===== config.mk =====
export PLATFORM = sky130hd
export DESIGN_NAME = bmp_stream_writer
export DESIGN_NICKNAME = d
export VERILOG_FILES = /design/src/rtl/bmp_pkg.sv /design/src/rtl/bmp_header_rom.sv /design/src/rtl/bmp_stream_writer.sv
export SDC_FILE = /design/constraint.sdc
export NUM_CORES = 1
export LEC_CHECK = 0
export CAP_MARGIN = 20
export CELL_PAD_IN_SITES_DETAIL_PLACEMENT = 0
export CELL_PAD_IN_SITES_GLOBAL_PLACEMENT = 1
export CORE_MARGIN = 4
export CORE_UTILIZATION = 39
export CTS_CLUSTER_DIAMETER = 60
export DETAILED_ROUTE_END_ITERATION = 10
export GPL_ROUTABILITY_DRIVEN = 1
export GPL_TIMING_DRIVEN = 0
export PLACE_DENSITY = 0.84
export SETUP_SLACK_MARGIN = 0.4
export SKIP_LAST_GASP = 1
export SLEW_MARGIN = 20
export SYNTH_ARGS = -nofsm -noshare
export SYNTH_HDL_FRONTEND = slang
export SYNTH_SLANG_ARGS = --single-unit

===== constraint.sdc =====
create_clock -name clk -period 2.5 [get_ports clk]
set_input_delay 0.5 -clock clk [delete_from_list [all_inputs] [get_ports clk]]
set_output_delay 0.5 -clock clk [all_outputs]
set_load 0.05 [all_outputs]

===== src/rtl/bmp_pkg.sv =====
// Shared types, constants and geometry helpers for the BMP stream writer.
package bmp_pkg;

  typedef enum logic [2:0] {
    ST_IDLE = 3'd0,
    ST_HDR  = 3'd1,
    ST_PIX  = 3'd2,
    ST_PAD  = 3'd3,
    ST_FIN  = 3'd4
  } state_e;

  localparam int HDR_BYTES = 54;

  // Rows are padded so that each row occupies a multiple of four bytes.
  function automatic logic [1:0] pad_bytes(input logic [11:0] w);
    logic [13:0] rb;
    rb = 14'(w) * 14'd3;
    return 2'(3'd4 - {1'b0, rb[1:0]});
  endfunction

  function automatic logic [31:0] row_bytes(input logic [11:0] w);
    return 32'(w) * 32'd3 + 32'(pad_bytes(w));
  endfunction

  function automatic logic [31:0] image_bytes(input logic [11:0] w, input logic [11:0] h);
    return row_bytes(w) * 32'(h);
  endfunction

  function automatic logic [31:0] file_bytes(input logic [11:0] w, input logic [11:0] h);
    return 32'(HDR_BYTES) + image_bytes(w, h);
  endfunction

  function automatic logic [7:0] gray_byte(input logic [23:0] p);
    logic [9:0] s;
    s = 10'(p[23:16]) + {1'b0, p[15:8], 1'b0} + 10'(p[7:0]);
    return s[9:2];
  endfunction

endpackage


===== src/rtl/bmp_header_rom.sv =====
// Combinational 54-byte BMP/DIB header generator; little-endian fields derived
// from the image dimensions.
module bmp_header_rom
  import bmp_pkg::*;
(
  input  logic [5:0]  idx_i,
  input  logic [11:0] width_i,
  input  logic [11:0] height_i,
  output logic [7:0]  data_o
);

  logic [31:0] fsize_s;
  logic [31:0] isize_s;

  // Header byte lookup by index.
  always_comb begin
    fsize_s = file_bytes(width_i, height_i);
    isize_s = image_bytes(width_i, height_i);
    data_o  = 8'h00;
    case (idx_i)
      6'd0:  data_o = 8'h42;
      6'd1:  data_o = 8'h4D;
      6'd2:  data_o = fsize_s[7:0];
      6'd3:  data_o = fsize_s[15:8];
      6'd4:  data_o = fsize_s[23:16];
      6'd5:  data_o = fsize_s[31:24];
      6'd10: data_o = 8'd54;
      6'd14: data_o = 8'd40;
      6'd18: data_o = width_i[7:0];
      6'd19: data_o = {4'h0, width_i[11:8]};
      6'd22: data_o = height_i[7:0];
      6'd23: data_o = {4'h0, height_i[11:8]};
      6'd26: data_o = 8'd1;
      6'd28: data_o = 8'd24;
      6'd34: data_o = isize_s[7:0];
      6'd35: data_o = isize_s[15:8];
      6'd36: data_o = isize_s[23:16];
      6'd37: data_o = isize_s[31:24];
      default: data_o = 8'h00;
    endcase
  end

endmodule


===== src/rtl/bmp_stream_writer.sv =====
// Streams a 24-bit BMP file (header, B/G/R pixel bytes, row padding) as bytes.
// Define BMP_GRAYSCALE_EN to replace each colour byte with luma (R+2G+B)>>2.
module bmp_stream_writer
  import bmp_pkg::*;
#(
  parameter int WIDTH  = 768,
  parameter int HEIGHT = 512
) (
  input  logic        clk,
  input  logic        rst,
  input  logic        start,
  input  logic        pix_valid,
  output logic        pix_ready,
  input  logic [23:0] pix_data,
  output logic        out_valid,
  input  logic        out_ready,
  output logic [7:0]  out_data,
  output logic        out_last,
  output logic        busy,
  output logic        done
);

  localparam logic [11:0] W_M1  = 12'(WIDTH - 1);
  localparam logic [11:0] H_M1  = 12'(HEIGHT - 1);
  localparam logic [1:0]  PAD_N = pad_bytes(12'(WIDTH));
  localparam logic [1:0]  PAD_M1 = PAD_N - 2'd1;

  state_e      state_q, state_d;
  logic [5:0]  hdr_idx_q, hdr_idx_d;
  logic [11:0] col_q, col_d;
  logic [11:0] row_q, row_d;
  logic [1:0]  sel_q, sel_d;
  logic [1:0]  pad_q, pad_d;
  logic [23:0] hold_q, hold_d;
  logic        full_q, full_d;

  logic        out_valid_q, out_valid_d;
  logic [7:0]  out_data_q, out_data_d;
  logic        out_last_q, out_last_d;
  logic        pix_ready_q, pix_ready_d;
  logic        busy_q, busy_d;
  logic        done_q, done_d;

  logic        xfer_s, cap_s, last_col_s, last_row_s;
  logic [7:0]  hdr_byte_s, pix_byte_s;

  bmp_header_rom u_hdr (
    .idx_i    (hdr_idx_d),
    .width_i  (12'(WIDTH)),
    .height_i (12'(HEIGHT)),
    .data_o   (hdr_byte_s)
  );

  // Next-state: FSM sequencing and counters, advanced only by handshakes.
  always_comb begin
    state_d    = state_q;
    hdr_idx_d  = hdr_idx_q;
    col_d      = col_q;
    row_d      = row_q;
    sel_d      = sel_q;
    pad_d      = pad_q;
    hold_d     = hold_q;
    full_d     = full_q;
    xfer_s     = out_valid_q && out_ready;
    cap_s      = pix_valid && pix_ready_q;
    last_col_s = (col_q == W_M1);
    last_row_s = (row_q == H_M1);
    case (state_q)
      ST_IDLE: begin
        if (start) begin
          state_d   = ST_HDR;
          hdr_idx_d = 6'd0;
          col_d     = 12'd0;
          row_d     = 12'd0;
          sel_d     = 2'd0;
          pad_d     = 2'd0;
          full_d    = 1'b0;
        end else begin
          state_d = ST_IDLE;
        end
      end
      ST_HDR: begin
        if (xfer_s && (hdr_idx_q == 6'(HDR_BYTES - 1))) begin
          state_d = ST_PIX;
        end else if (xfer_s) begin
          hdr_idx_d = hdr_idx_q + 6'd1;
        end else begin
          state_d = ST_HDR;
        end
      end
      ST_PIX: begin
        // Capture and transfer are exclusive: one needs the hold register empty, the other full.
        if (cap_s) begin
          hold_d = pix_data;
          full_d = 1'b1;
          sel_d  = 2'd0;
        end else if (xfer_s && (sel_q != 2'd2)) begin
          sel_d = sel_q + 2'd1;
        end else if (xfer_s) begin
          full_d = 1'b0;
          sel_d  = 2'd0;
          if (!last_col_s) begin
            col_d = col_q + 12'd1;
          end else begin
            col_d = 12'd0;
            if (PAD_N != 2'd0) begin
              state_d = ST_PAD;
              pad_d   = 2'd0;
            end else if (last_row_s) begin
              state_d = ST_FIN;
            end else begin
              row_d = row_q + 12'd1;
            end
          end
        end else begin
          state_d = ST_PIX;
        end
      end
      ST_PAD: begin
        if (xfer_s && (pad_q != PAD_M1)) begin
          pad_d = pad_q + 2'd1;
        end else if (xfer_s) begin
          pad_d = 2'd0;
          if (last_row_s) begin
            state_d = ST_FIN;
          end else begin
            state_d = ST_PIX;
            row_d   = row_q + 12'd1;
          end
        end else begin
          state_d = ST_PAD;
        end
      end
      ST_FIN:  state_d = ST_IDLE;
      default: state_d = ST_IDLE;
    endcase
  end

  // Output decode from next-state values so every output leaves a flop.
  always_comb begin
`ifdef BMP_GRAYSCALE_EN
    pix_byte_s = gray_byte(hold_d);
`else
    case (sel_d)
      2'd0:    pix_byte_s = hold_d[7:0];
      2'd1:    pix_byte_s = hold_d[15:8];
      2'd2:    pix_byte_s = hold_d[23:16];
      default: pix_byte_s = 8'h00;
    endcase
`endif
    pix_ready_d = (state_d == ST_PIX) && !full_d;
    out_valid_d = (state_d == ST_HDR) || (state_d == ST_PAD) ||
                  ((state_d == ST_PIX) && full_d);
    case (state_d)
      ST_HDR:  out_data_d = hdr_byte_s;
      ST_PIX:  out_data_d = full_d ? pix_byte_s : 8'h00;
      default: out_data_d = 8'h00;
    endcase
    out_last_d = (row_d == H_M1) &&
                 (((state_d == ST_PAD) && (pad_d == PAD_M1)) ||
                  ((state_d == ST_PIX) && full_d && (sel_d == 2'd2) &&
                   (col_d == W_M1) && (PAD_N == 2'd0)));
    busy_d = (state_d != ST_IDLE);
    done_d = (state_d == ST_FIN);
  end

  // State, counter and output registers with synchronous reset.
  always_ff @(posedge clk) begin
    if (rst) begin
      state_q     <= ST_IDLE;
      hdr_idx_q   <= 6'd0;
      col_q       <= 12'd0;
      row_q       <= 12'd0;
      sel_q       <= 2'd0;
      pad_q       <= 2'd0;
      hold_q      <= 24'd0;
      full_q      <= 1'b0;
      out_valid_q <= 1'b0;
      out_data_q  <= 8'h00;
      out_last_q  <= 1'b0;
      pix_ready_q <= 1'b0;
      busy_q      <= 1'b0;
      done_q      <= 1'b0;
    end else begin
      state_q     <= state_d;
      hdr_idx_q   <= hdr_idx_d;
      col_q       <= col_d;
      row_q       <= row_d;
      sel_q       <= sel_d;
      pad_q       <= pad_d;
      hold_q      <= hold_d;
      full_q      <= full_d;
      out_valid_q <= out_valid_d;
      out_data_q  <= out_data_d;
      out_last_q  <= out_last_d;
      pix_ready_q <= pix_ready_d;
      busy_q      <= busy_d;
      done_q      <= done_d;
    end
  end

  assign pix_ready = pix_ready_q;
  assign out_valid = out_valid_q;
  assign out_data  = out_data_q;
  assign out_last  = out_last_q;
  assign busy      = busy_q;
  assign done      = done_q;

endmodule


## Word-level counts from Yosys, hierarchy flattened

Index checks and enable logic that the tools add are counted.

- Multiplexer cells: 51
- Reductions and logical operators: 21
- Equal/unequal tests: 27
- $add $sub $neg: 5

Operators by type and width:

| kind | count |
|---|---|
| $mux W12 | 13 |
| $pmux W7 S9 | 1 |
| $mux W24 | 2 |
| $pmux W12 S3 | 1 |
| $mux W3 | 10 |
| $add A12 B1 Y12 const B | 2 |
| $eq A12 B10 Y1 const B | 2 |
| $eq A12 B9 Y1 const B | 2 |
| $eq A6 B5 Y1 const B | 4 |
| $pmux W12 S2 | 1 |
| $pmux W8 S3 | 1 |
| $mux W6 | 3 |
| $pmux W8 S2 | 1 |
| $mux W2 | 7 |
| $eq A3 B2 Y1 const B | 4 |
| $eq A6 B4 Y1 const B | 2 |
| $eq A6 B6 Y1 const B | 2 |
| $pmux W3 S4 | 1 |
| $pmux W6 S2 | 1 |
| $logic_and A1 B1 Y1 | 11 |
| $mux W8 | 1 |
| $pmux W2 S2 | 2 |
| $add A6 B1 Y6 const B | 1 |
| $eq A3 B1 Y1 const B | 2 |
| 17 further kinds | 27 |

- Word-level logic and storage cells: 118
- Bits of input ports: 29
- Register bits after elaboration: 75

## Depth between registers and ports, before layout

Gate-level depths: netlist (run 1).

- Word-level depth: 13
- Depth in mapped cells: 10

## Modules after synthesis

Synthesis (run 1) repeated with hierarchy kept, for this count alone.

- Cells, all modules: 1399
- Area total of the unflattened synthesis: 11247.0 um2

Modules (own cells, without submodules):

| module | area each (um2) | instances | seq. area each (um2) | cells each |
|---|---|---|---|---|
| bmp_header_rom | 7190.6 | 1 | 0.0 | 890 |
| bmp_stream_writer | 4056.4 | 1 | 1501.4 | 509 |

## Least setup slack after synthesis (run 1)

OpenSTA, ideal clock, no wires.

- Path kind: register -> register
- From: register pix_ready_q (netlist: pix_ready)
- To: register out_last_q (netlist: out_last)
- Arrival time: 2.668 ns
- Buffers on the path: 1
- Setup slack: -0.271 ns
- Data required time: 2.397 ns
- Clock period less this slack: 2.771 ns
- Cell stages (with the launch flop): 9
- Cells stage by stage: dfxtp_1 -> and2_0 -> clkbuf_1 -> nor2_1 -> a21oi_1 -> o211ai_1 -> nor4b_1 -> nand4_1 -> a2111oi_2

- Word-level cells in the longest chain between the ends: 9
- Elaborated cells on any way between the ends: 22
- Those cells by class: eq/ne: 5; mux: 10; reduce/logical: 7

Ends and longest elaborated chain:

| element | RTL line | RTL |
|---|---|---|
| start, declared | bmp_stream_writer.sv:40 | `logic pix_ready_q, pix_ready_d;` |
| start signal, assigned | bmp_stream_writer.sv:196 | `pix_ready_q <= pix_ready_d;` |
| $logic_and A1 B1 Y1 * | bmp_stream_writer.sv:65 | `cap_s = pix_valid && pix_ready_q;` |
| $mux W3 | bmp_stream_writer.sv:93 | `if (cap_s) begin` |
| $pmux W3 S4 | bmp_stream_writer.sv:68 | `case (state_q)` |
| $eq A3 B2 Y1 | bmp_stream_writer.sv:161 | `((state_d == ST_PIX) && full_d && (sel_d == 2'd2) &&` |
| $logic_and A1 B1 Y1 (3 in series) | bmp_stream_writer.sv:161 |  |
| $logic_or A1 B1 Y1 | bmp_stream_writer.sv:160 | `(((state_d == ST_PAD) && (pad_d == PAD_M1)) \|\|` |
| $logic_and A1 B1 Y1 * | bmp_stream_writer.sv:159 | `out_last_d = (row_d == H_M1) &&` |
| end signal, assigned | bmp_stream_writer.sv:195 | `out_last_q <= out_last_d;` |
| end, declared | bmp_stream_writer.sv:39 | `logic out_last_q, out_last_d;` |

Every way passes the cells marked *; elsewhere a longest branch is shown, timed or not.
A chain may end at the register's enable or synchronous reset.

## Worst setup path after layout (run 1)

- From: register row_q[9]
- To: register out_last_q (netlist: out_last)

- Word-level cells in the longest chain between the ends: 13
- Elaborated cells on any way between the ends: 29
- Those cells by class: add/sub: 1; eq/ne: 4; mux: 18; reduce/logical: 6

Ends and longest elaborated chain:

| element | RTL line | RTL |
|---|---|---|
| start, declared | bmp_stream_writer.sv:31 | `logic [11:0] row_q, row_d;` |
| start signal, assigned | bmp_stream_writer.sv:188 | `row_q <= row_d;` |
| parallel branches: the longest is 12 deep, another holds $add A12 B1 Y12 | -- |  |
| $logic_and A1 B1 Y1 * | bmp_stream_writer.sv:159 |  |

Mark *: on every way between the ends.

==> metrics.md, run 1 <==
| Metric | Value |
|---|---|
| Worst clock skew | `0.0135 ns` |
| Rows | `38` |
| TritonCTS clock tree | `yes` |
| Worst vdd ir | `0.273 mV` |
| Hold crit path type | `reg2reg` |
| Nets | `671` |
| Global-route wire length before repair | `22500 um` |
| 1st-pass router iterations | `5` |
| Leakage | `2.14 nW` |
| HPWL Detailed | `9170 um` |
| Worst Max-Slew Pin Slew | `0.667 ns` |
| Final hold violations | `0` |
| Flops & latches, synth | `75` |
| Hold-fix buffer count after cts | `0` |
| Place WS | `-1.07 ns` |
| Crit path arrival time | `2.95 ns` |
| Level count of the clock H-tree | `3` |
| Clock latency on the worst-skew pair | `0.37 ns` |
| # IOs | `42` |
| GRT Util Overall | `0.217` |
| Outcome | `complete, but fails checks` |
| Vias per cell | `5.88` |
| Max Freq | `371 MHz` |
| Sequential share of the synthesized area | `0.350` |
| ANT nets after route | `0` |
| Routability cong. | `0.912` |
| Initial antenna violation count | `0` |
| Chip width | `113 um` |
| Setup violations, final | `4` |
| Port buffer count | `41` |
| Clock transition at path regs | `0.09 ns` |
| Slowest stage cell, crit path | `or4b_4` |
| Vias in the first global route | `4583` |
| Crit-path max cell delay | `0.54 ns` |
| CTS sink count | `75` |
| Post-synth EDFFs | `0` |
| Post-route cell area | `0.00599 mm^2` |
| Synth unique cells | `88` |
| Slew Limit Fails | `0` |
| Initial Util | `0.398` |
| Max-cap violations | `0` |
| Setup CP Type | `reg2reg` |
| Global route overflow | `0` |
| P per Cell Area | `472 mW/mm^2` |
| Clk root buf | `clkbuf_8` |
| Total power | `2.83 mW` |
| Share of layout cells above drive strength 1 | `0.296` |
| Setup crit end kind | `flop` |
| DRT iter0 DRCs | `302` |
| Longest Clk Path Bufs | `2` |
| Post-Synthesis Cells | `536` |
| Total CTS buffers | `9` |
| Post-Layout Cell Count | `781` |
| WP data required | `2.76 ns` |
| Wire per inst | `17.9 um` |
| Layout filler cell count | `949` |
| Worst setup SP type | `flop` |
| Failing checks | `negative setup slack` |
| Buf+Inv Stages, Crit Path | `1` |
| Critical Path Fanout Max | `10` |
| Core area | `0.0108 mm^2` |
| Ys Warns | `0` |
| Placed Cells | `717` |
| Part of the cycle the worst path needs | `1.08` |
| Largest net degree at the start of global routing | `14` |
| Synth-to-Final Area Change | `39.5%` |
| Die Area | `0.0127 mm^2` |
| Critical-path cell list | `or4b_4, or3_4, clkbuf_2, nor2_4, o21ai_1, a221oi_2, nand4b_1, a2111oi_2` |
| Slew headroom | `0.555` |
| RSZ-0062 raised after global routing | `true` |
| Final worst setup slack | `-0.198 ns` |
| Async SR Flop Fraction | `0` |
| Antenna diodes | `0` |
| Crit path max-delay family | `simple AND/OR/NAND/NOR gates` |
| Post-route minimum period | `2.70 ns` |
| # DRC | `0` |
| Avg Cell Area, Syn | `8.01 um^2` |
| Syn Std Cell Area | `0.00429 mm^2` |
| Routed WL | `14000 um` |
| Cell Area, Placed | `0.00500 mm^2` |
| Top FF cell, synth | `dfxtp_1` |
| Die Ht | `113 um` |
| Syn Nets | `571` |
| DR vias | `4589` |
[registers in the layout, summed over array words and instances, names as in the netlist, 2 cells and up]
register   cells
pad_q          2
state_q        3
col_q         12
row_q         12
hold_q        24
sel_q          2
hdr_idx_q      6
out_data       8
[layout make-up]
type | instances | area [um^2] | area share
Buffer | 34 | 233 | 0.0389
Clock buffer | 11 | 131 | 0.0219
Clock inverter | 5 | 30.0 | 0.00501
Inverter | 8 | 30.0 | 0.00501
Multi-Input combinational cell | 419 | 3050 | 0.509
Sequential cell | 75 | 1530 | 0.256
Tap cell | 140 | 175 | 0.0293
Timing Repair Buffer | 89 | 807 | 0.135
[stage by stage]
step / utilization / TNS [ns] / hold WS, ns
floorplan: - / 0 / 0.436
global placement: 0.463 / -17.16 / 0.442
detailed placement: 0.463 / -17.65 / 0.449
CTS: 0.539 / -0.320 / 0.460
global route: 0.555 / -1.04 / 0.478
finish: 0.555 / -0.470 / 0.457
[per-layer routing]
metal  wire, um  vias up  track usage
met1       6120     2185        0.279
met4        423        0        0.111
met5          0        -            0
li1           -     2205            -
met2       6710      167        0.347
met3        714       32       0.0406
[worst paths after layout]
check / start / to / slack [ns] / cells past startpoint
setup / recovery: row_q[9] / out_last / -0.20 / 8
hold / removal: hold_q[18] / hold_q[18] / 0.46 / 2
setup reg to reg: row_q[9] / out_last / -0.20 / 8
hold reg to reg: hold_q[18] / hold_q[18] / 0.46 / 2
[where the power goes]
group | total [mW] | leakage, nW | internal [mW] | switching [mW]
registers | 1.24 | 0.613 | 1.22 | 0.0235
logic | 0.752 | 1.44 | 0.325 | 0.427
clock network | 0.833 | 0.0874 | 0.358 | 0.474
total | 2.83 | 2.14 | 1.90 | 0.925
[cell usage after synthesis, types with 3 or more instances]
cell	n	area, um^2
nand2b_1	5	31.3
o31ai_1	3	22.5
nand2_1	68	255
nand4_1	13	81.3
a31oi_1	16	100
a211oi_1	8	60.1
nor4_1	6	37.5
nand3b_1	3	22.5
mux2i_1	14	140
or3_1	8	50.1
ha_1	6	75.1
xnor2_1	3	26.3
a211o_1	3	26.3
o32ai_1	3	26.3
nor2_1	56	210
nor3b_1	3	22.5
or4_1	4	30.0
buf_2	9	45.0
inv_1	8	30.0
and2_1	3	18.8
nor3_1	20	100
and3_1	6	37.5
nor2b_1	10	62.6
nand3_1	16	80.1
a221oi_1	4	35.0
clkbuf_1	21	78.8
a22o_1	4	35.0
dfxtp_1	75	1500
o21ai_0	20	100
a41oi_1	3	26.3
a21oi_1	42	210
nor4b_1	3	26.3
[cells in the final DEF (no fill, tap or decap), types with 4 or more instances in the layout]
cell type / n
nand2_1: 63
dfxtp_1: 61
nor2_1: 49
buf_4: 44
a21oi_1: 38
clkdlybuf4s50_1: 37
buf_6: 15
nor3_1: 14
mux2i_1: 14
nand4_1: 13
o21ai_0: 13
nand3_1: 13
a31oi_1: 13
clkbuf_1: 11
clkbuf_8: 9
dfxtp_2: 9
inv_1: 8
nor2b_1: 8
clkbuf_2: 8
a211oi_1: 7
or3_1: 6
nand2b_1: 5
nor3_2: 5
nand2_2: 5
and3_1: 5
dfxtp_4: 5
o21ai_2: 4
a22o_1: 4
nor4_1: 4
clkbuf_4: 4
nor2_4: 4
[worst reg2reg max path, stage by stage, from the launching register on]
cell,delay [ns]
dfxtp_1,0.39
or4b_4,0.54
or3_4,0.36
clkbuf_2,0.26
nor2_4,0.20
o21ai_1,0.13
a221oi_2,0.29
nand4b_1,0.18
a2111oi_2,0.23
[what timing repair did]
action,CTS,global route
endpoints found under the setup margin,53,57
pin swaps,26,13
buffers inserted,40,8
gates resized for setup,100,34
[cells by family (layout without fill, tap and decap cells)]
group | after synthesis | in the layout | share of synthesized area
AOI/OAI and AO/OA | 142 | 142 | 0.229
xor gates and xnor gates | 4 | 4 | 0.00816
adders and majority gates | 6 | 6 | 0.0175
buffers and inverters | 42 | 147 | 0.0411
DFF | 75 | 75 | 0.350
muxes | 16 | 16 | 0.0379
and+or+nand+nor | 251 | 251 | 0.316
No activity file was read; power rests on OpenSTA's default activity.
==> run 2: changes to the inputs <==
--- a/config.mk
+++ b/config.mk
@@ -17,7 +17,7 @@
 export PLACE_DENSITY = 0.84
 export SETUP_SLACK_MARGIN = 0.4
 export SKIP_LAST_GASP = 1
-export SLEW_MARGIN = 20
+export SLEW_MARGIN = 10
 export SYNTH_ARGS = -nofsm -noshare
 export SYNTH_HDL_FRONTEND = slang
 export SYNTH_SLANG_ARGS = --single-unit
==> results of run 2 <==
Same layout as run 1: the final DEF is identical, and so are final timing and power.
==> run 3: changes to the inputs <==
--- a/config.mk
+++ b/config.mk
@@ -5,16 +5,17 @@
 export SDC_FILE = /design/constraint.sdc
 export NUM_CORES = 1
 export LEC_CHECK = 0
+export ABC_AREA = 1
 export CAP_MARGIN = 20
 export CELL_PAD_IN_SITES_DETAIL_PLACEMENT = 0
 export CELL_PAD_IN_SITES_GLOBAL_PLACEMENT = 1
 export CORE_MARGIN = 4
-export CORE_UTILIZATION = 39
+export CORE_UTILIZATION = 37
 export CTS_CLUSTER_DIAMETER = 60
 export DETAILED_ROUTE_END_ITERATION = 10
 export GPL_ROUTABILITY_DRIVEN = 1
 export GPL_TIMING_DRIVEN = 0
-export PLACE_DENSITY = 0.84
+export PLACE_DENSITY = 0.83
 export SETUP_SLACK_MARGIN = 0.4
 export SKIP_LAST_GASP = 1
 export SLEW_MARGIN = 10
==> metrics.md, run 3 <==
| Metric | Value |
|---|---|
| Setup_tns | `0 ns (was -0.470 ns)` |
| ANT nets after route | `0 (unchanged)` |
| Antenna diodes | `0 (unchanged)` |
| CTS sink count | `75 (unchanged)` |
| DR vias | `4892 (was 4589)` |
| TritonCTS clock tree | `yes (unchanged)` |
| Async SR Flop Fraction | `0 (unchanged)` |
| Layout Utilization | `0.521 (was 0.555)` |
| Clock latency on the worst-skew pair | `0.35 ns (was 0.37 ns)` |
| Synth area leaders | `dfxtp_1 (33%), nand2_1 (16%), nor2_1 (9.3%), inv_1 (6.9%), nand3_1 (6.3%) (was dfxtp_1 (35%), nand2_1 (5.9%), a21oi_1 (4.9%), nor2_1 (4.9%), mux2i_1 (3.3%))` |
| DRT iter0 DRCs | `343 (was 302)` |
| Leakage | `2.61 nW (was 2.14 nW)` |
| Slew headroom | `0.550 (was 0.555)` |
| Most common cell after layout, fill and taps aside | `nand2_1 (unchanged)` |
| Crit path arrival time | `2.35 ns (was 2.95 ns)` |
| R2r setup slk | `0.38 ns (was -0.20 ns)` |
| Reg2reg path depth | `13 (was 8)` |
| Worst vdd ir | `0.460 mV (was 0.273 mV)` |
| 1st-pass router iterations | `5 (unchanged)` |
| Crit-path max cell delay | `0.37 ns (was 0.54 ns)` |
| Critical-path cell list | `ha_4, nand2_4, nor2_4, nand2_4, nor2_4, clkinvlp_4, buf_4, o21ai_1, nand2_2, nand3_4, nor2_1, a21oi_2, nor2_1 (was or4b_4, or3_4, clkbuf_2, nor2_4, o21ai_1, a221oi_2, nand4b_1, a2111oi_2)` |
| Rows | `40 (was 38)` |
| Max Freq | `471 MHz (was 371 MHz)` |
| Syn Nets | `740 (was 571)` |
| Die Area | `0.0141 mm^2 (was 0.0127 mm^2)` |
| Avg Cell Area, Syn | `6.44 um^2 (was 8.01 um^2)` |
| Hold crit path type | `reg2reg (unchanged)` |
| Synth unique cells | `37 (was 88)` |
| Chip width | `119 um (was 113 um)` |
| Largest net degree at the start of global routing | `14 (unchanged)` |
| Global-route wire length before repair | `22100 um (was 22500 um)` |
| Yosys top cell by area | `dfxtp_1 (unchanged)` |
| Worst setup SP type | `flop (unchanged)` |
| Largest Register | `hold_q (unchanged)` |
| Combinational family with the most area after synthesis | `simple AND/OR/NAND/NOR gates (unchanged)` |
| Post-synth EDFFs | `0 (unchanged)` |
| # IOs | `42 (unchanged)` |
| Final hold violations | `0 (unchanged)` |
| Share of layout cells above drive strength 1 | `0.239 (was 0.296)` |
| Buf+Inv Stages, Crit Path | `2 (was 1)` |
| # DRC | `0 (unchanged)` |
| Ys Warns | `0 (unchanged)` |
| Nets | `836 (was 671)` |
| Commonest non-fill, non-tap cells in the layout | `nand2_1 (178), nor2_1 (88), inv_1 (79) (was nand2_1 (63), dfxtp_1 (61), nor2_1 (49))` |
| Hold Path Depth | `2 (unchanged)` |
| Largest register FFs | `24 (unchanged)` |
| Level count of the clock H-tree | `3 (unchanged)` |
| Top FF cell, synth | `dfxtp_1 (unchanged)` |
| Outcome | `complete, no violations (was complete, but fails checks)` |
| Routed WL | `13900 um (was 14000 um)` |
| Synth Area in XOR/XNOR | `0.00193 (was 0.00816)` |
| Clock transition at path regs | `0.06 ns (was 0.09 ns)` |
| Setup violations, final | `0 (was 4)` |
| Setup CP Type | `reg2reg (unchanged)` |
| Worst Max-Slew Pin Slew | `0.676 ns (was 0.667 ns)` |
| Die Ht | `119 um (was 113 um)` |
| Top-count cell post-synth | `nand2_1 (was dfxtp_1)` |
| Routability cong. | `0.904 (was 0.912)` |
| Yosys top cell area share | `0.331 (was 0.350)` |
| Vias in the first global route | `4503 (was 4583)` |
| Port buffer count | `40 (was 41)` |
| HPWL Detailed | `9730 um (was 9170 um)` |
| HP Start | `hold_q[3] (was hold_q[18])` |
| Most frequent cells after synthesis | `nand2_1 (191), nor2_1 (112), inv_1 (83), dfxtp_1 (75), nand3_1 (57) (was dfxtp_1 (75), nand2_1 (68), nor2_1 (56), a21oi_1 (42), clkbuf_1 (21))` |
| Part of the cycle the worst path needs | `0.849 (was 1.08)` |
| WHS Endpoint | `hold_q[3] (was hold_q[18])` |
| Flops & latches, synth | `75 (unchanged)` |
| RR Endpoint | `out_last (unchanged)` |
| Core area | `0.0120 mm^2 (was 0.0108 mm^2)` |
| Wire per inst | `14.6 um (was 17.9 um)` |
| Worst R2R Start | `row_q[1] (was row_q[9])` |
| Post-synthesis adder-cell area fraction | `0.0165 (was 0.0175)` |
| Top flop regs | `hold_q: 24 flops, col_q: 12 flops, row_q: 12 flops (unchanged)` |
| Layout filler cell count | `1134 (was 949)` |
| Slowest stage cell, crit path | `dfxtp_4 (was or4b_4)` |
| Setup crit end kind | `flop (unchanged)` |
| Synth-to-Final Area Change | `37.7% (was 39.5%)` |
| Vias per cell | `5.13 (was 5.88)` |
| Critical Path Fanout Max | `5 (was 10)` |
| Synth Area in Compound Gates | `0.106 (was 0.229)` |
| Clk root buf | `clkbuf_16 (was clkbuf_8)` |
| Mux cell area share after synthesis | `0.0551 (was 0.0379)` |
| Sequential share of the synthesized area | `0.331 (was 0.350)` |
| Post-Synthesis Cells | `705 (was 536)` |
| Crit path max-delay family | `simple AND/OR/NAND/NOR gates (unchanged)` |
| Post-route minimum period | `2.12 ns (was 2.70 ns)` |
| Longest Clk Path Bufs | `2 (unchanged)` |
| Hold-fix buffer count after cts | `0 (unchanged)` |
| Slew Limit Fails | `0 (unchanged)` |
| Initial antenna violation count | `0 (unchanged)` |
| Worst clock skew | `0.0124 ns (was 0.0135 ns)` |
| RSZ-0062 raised after global routing | `true (unchanged)` |
| Initial Util | `0.378 (was 0.398)` |
| Total CTS buffers | `9 (unchanged)` |
| Max-cap violations | `0 (unchanged)` |
| Area share of and/or/nand/nor cells after synthesis | `0.399 (was 0.316)` |
| Global route overflow | `0 (unchanged)` |
| GRT Util Overall | `0.192 (was 0.217)` |
| Syn Std Cell Area | `0.00454 mm^2 (was 0.00429 mm^2)` |
| P per Cell Area | `475 mW/mm^2 (was 472 mW/mm^2)` |
| WP data required | `2.73 ns (was 2.76 ns)` |
==> run 3: where the power goes <==
group	internal, mW	leakage (nW)	switching (mW)
combinational	0.110	1.84	0.186
clock	0.907	0.156	0.548
sequential	1.20	0.615	0.0126
total	2.22	2.61	0.747
==> run 3: cell families after synthesis <==
kind of cell,count (synthesis)
flops,75
xor+xnor,1
simple gates,413
buf+inv,105
mux,24
fa+ha+maj,6
compound gates,81
==> run 3: tightest hold or removal path, delay by kind of cell, from the launching register on <==
family / cells / cell delay [ns]
flip-flops: 1 / 0.31
AND/OR/NAND/NOR: 1 / 0.08
multiplexers: 1 / 0.07
==> run 3: what timing repair did <==
item,CTS,global route
cloned,2,0
resized for setup,66,73
endpoints found under the setup margin,19,12
pin swaps,19,22
buffers inserted,25,18
==> run 3: cell type report <==
| type | count | area [um^2] | area share |
|---|---|---|---|
| clock buffer | 11 | 243 | 0.0388 |
| multi-input combinational | 527 | 3040 | 0.486 |
| buffer | 13 | 75.1 | 0.0120 |
| sequential | 75 | 1540 | 0.246 |
| timing repair buffer | 83 | 731 | 0.117 |
| clock inverter | 5 | 85.1 | 0.0136 |
| inverter | 92 | 359 | 0.0574 |
| tap | 147 | 184 | 0.0294 |
==> run 3: routing by layer <==
metal  GRT usage  share of wire  vias up  wire, um
li1            -              -     2464         -
met1       0.256           0.46     2276      6450
met2       0.312           0.47      122      6580
met3      0.0311          0.038       30       531
met4      0.0724          0.024        0       339
met5           0              0        -         0
==> run 3: stage by stage <==
stage                     setup WS [ns]  hold WS [ns]  instances  power, mW  area (um^2)
after floorplan                   0.400         0.449        705       1.39         4540
after global placement           -0.422         0.471        892       1.50         5130
after detailed placement         -0.374         0.479        892       1.50         5130
after CTS                         0.401         0.497        935       2.96         5870
after global routing              0.259         0.521        953       3.06         6250
final                             0.377         0.492        953       2.97         6250
==> run 3: worst max path at each step <==
stage	from	end	slack [ns]	depth (start not counted)
2_1_floorplan	out_valid	out_last	0.40	13
5_1_grt	row_q[4]	out_last	0.26	12
3_3_place_gp	start	out_data[5]	-0.42	10
4_1_cts	hdr_idx_q[1]	out_data[5]	0.40	12
6_report	row_q[1]	out_last	0.38	13
3_5_place_dp	start	out_data[5]	-0.37	10
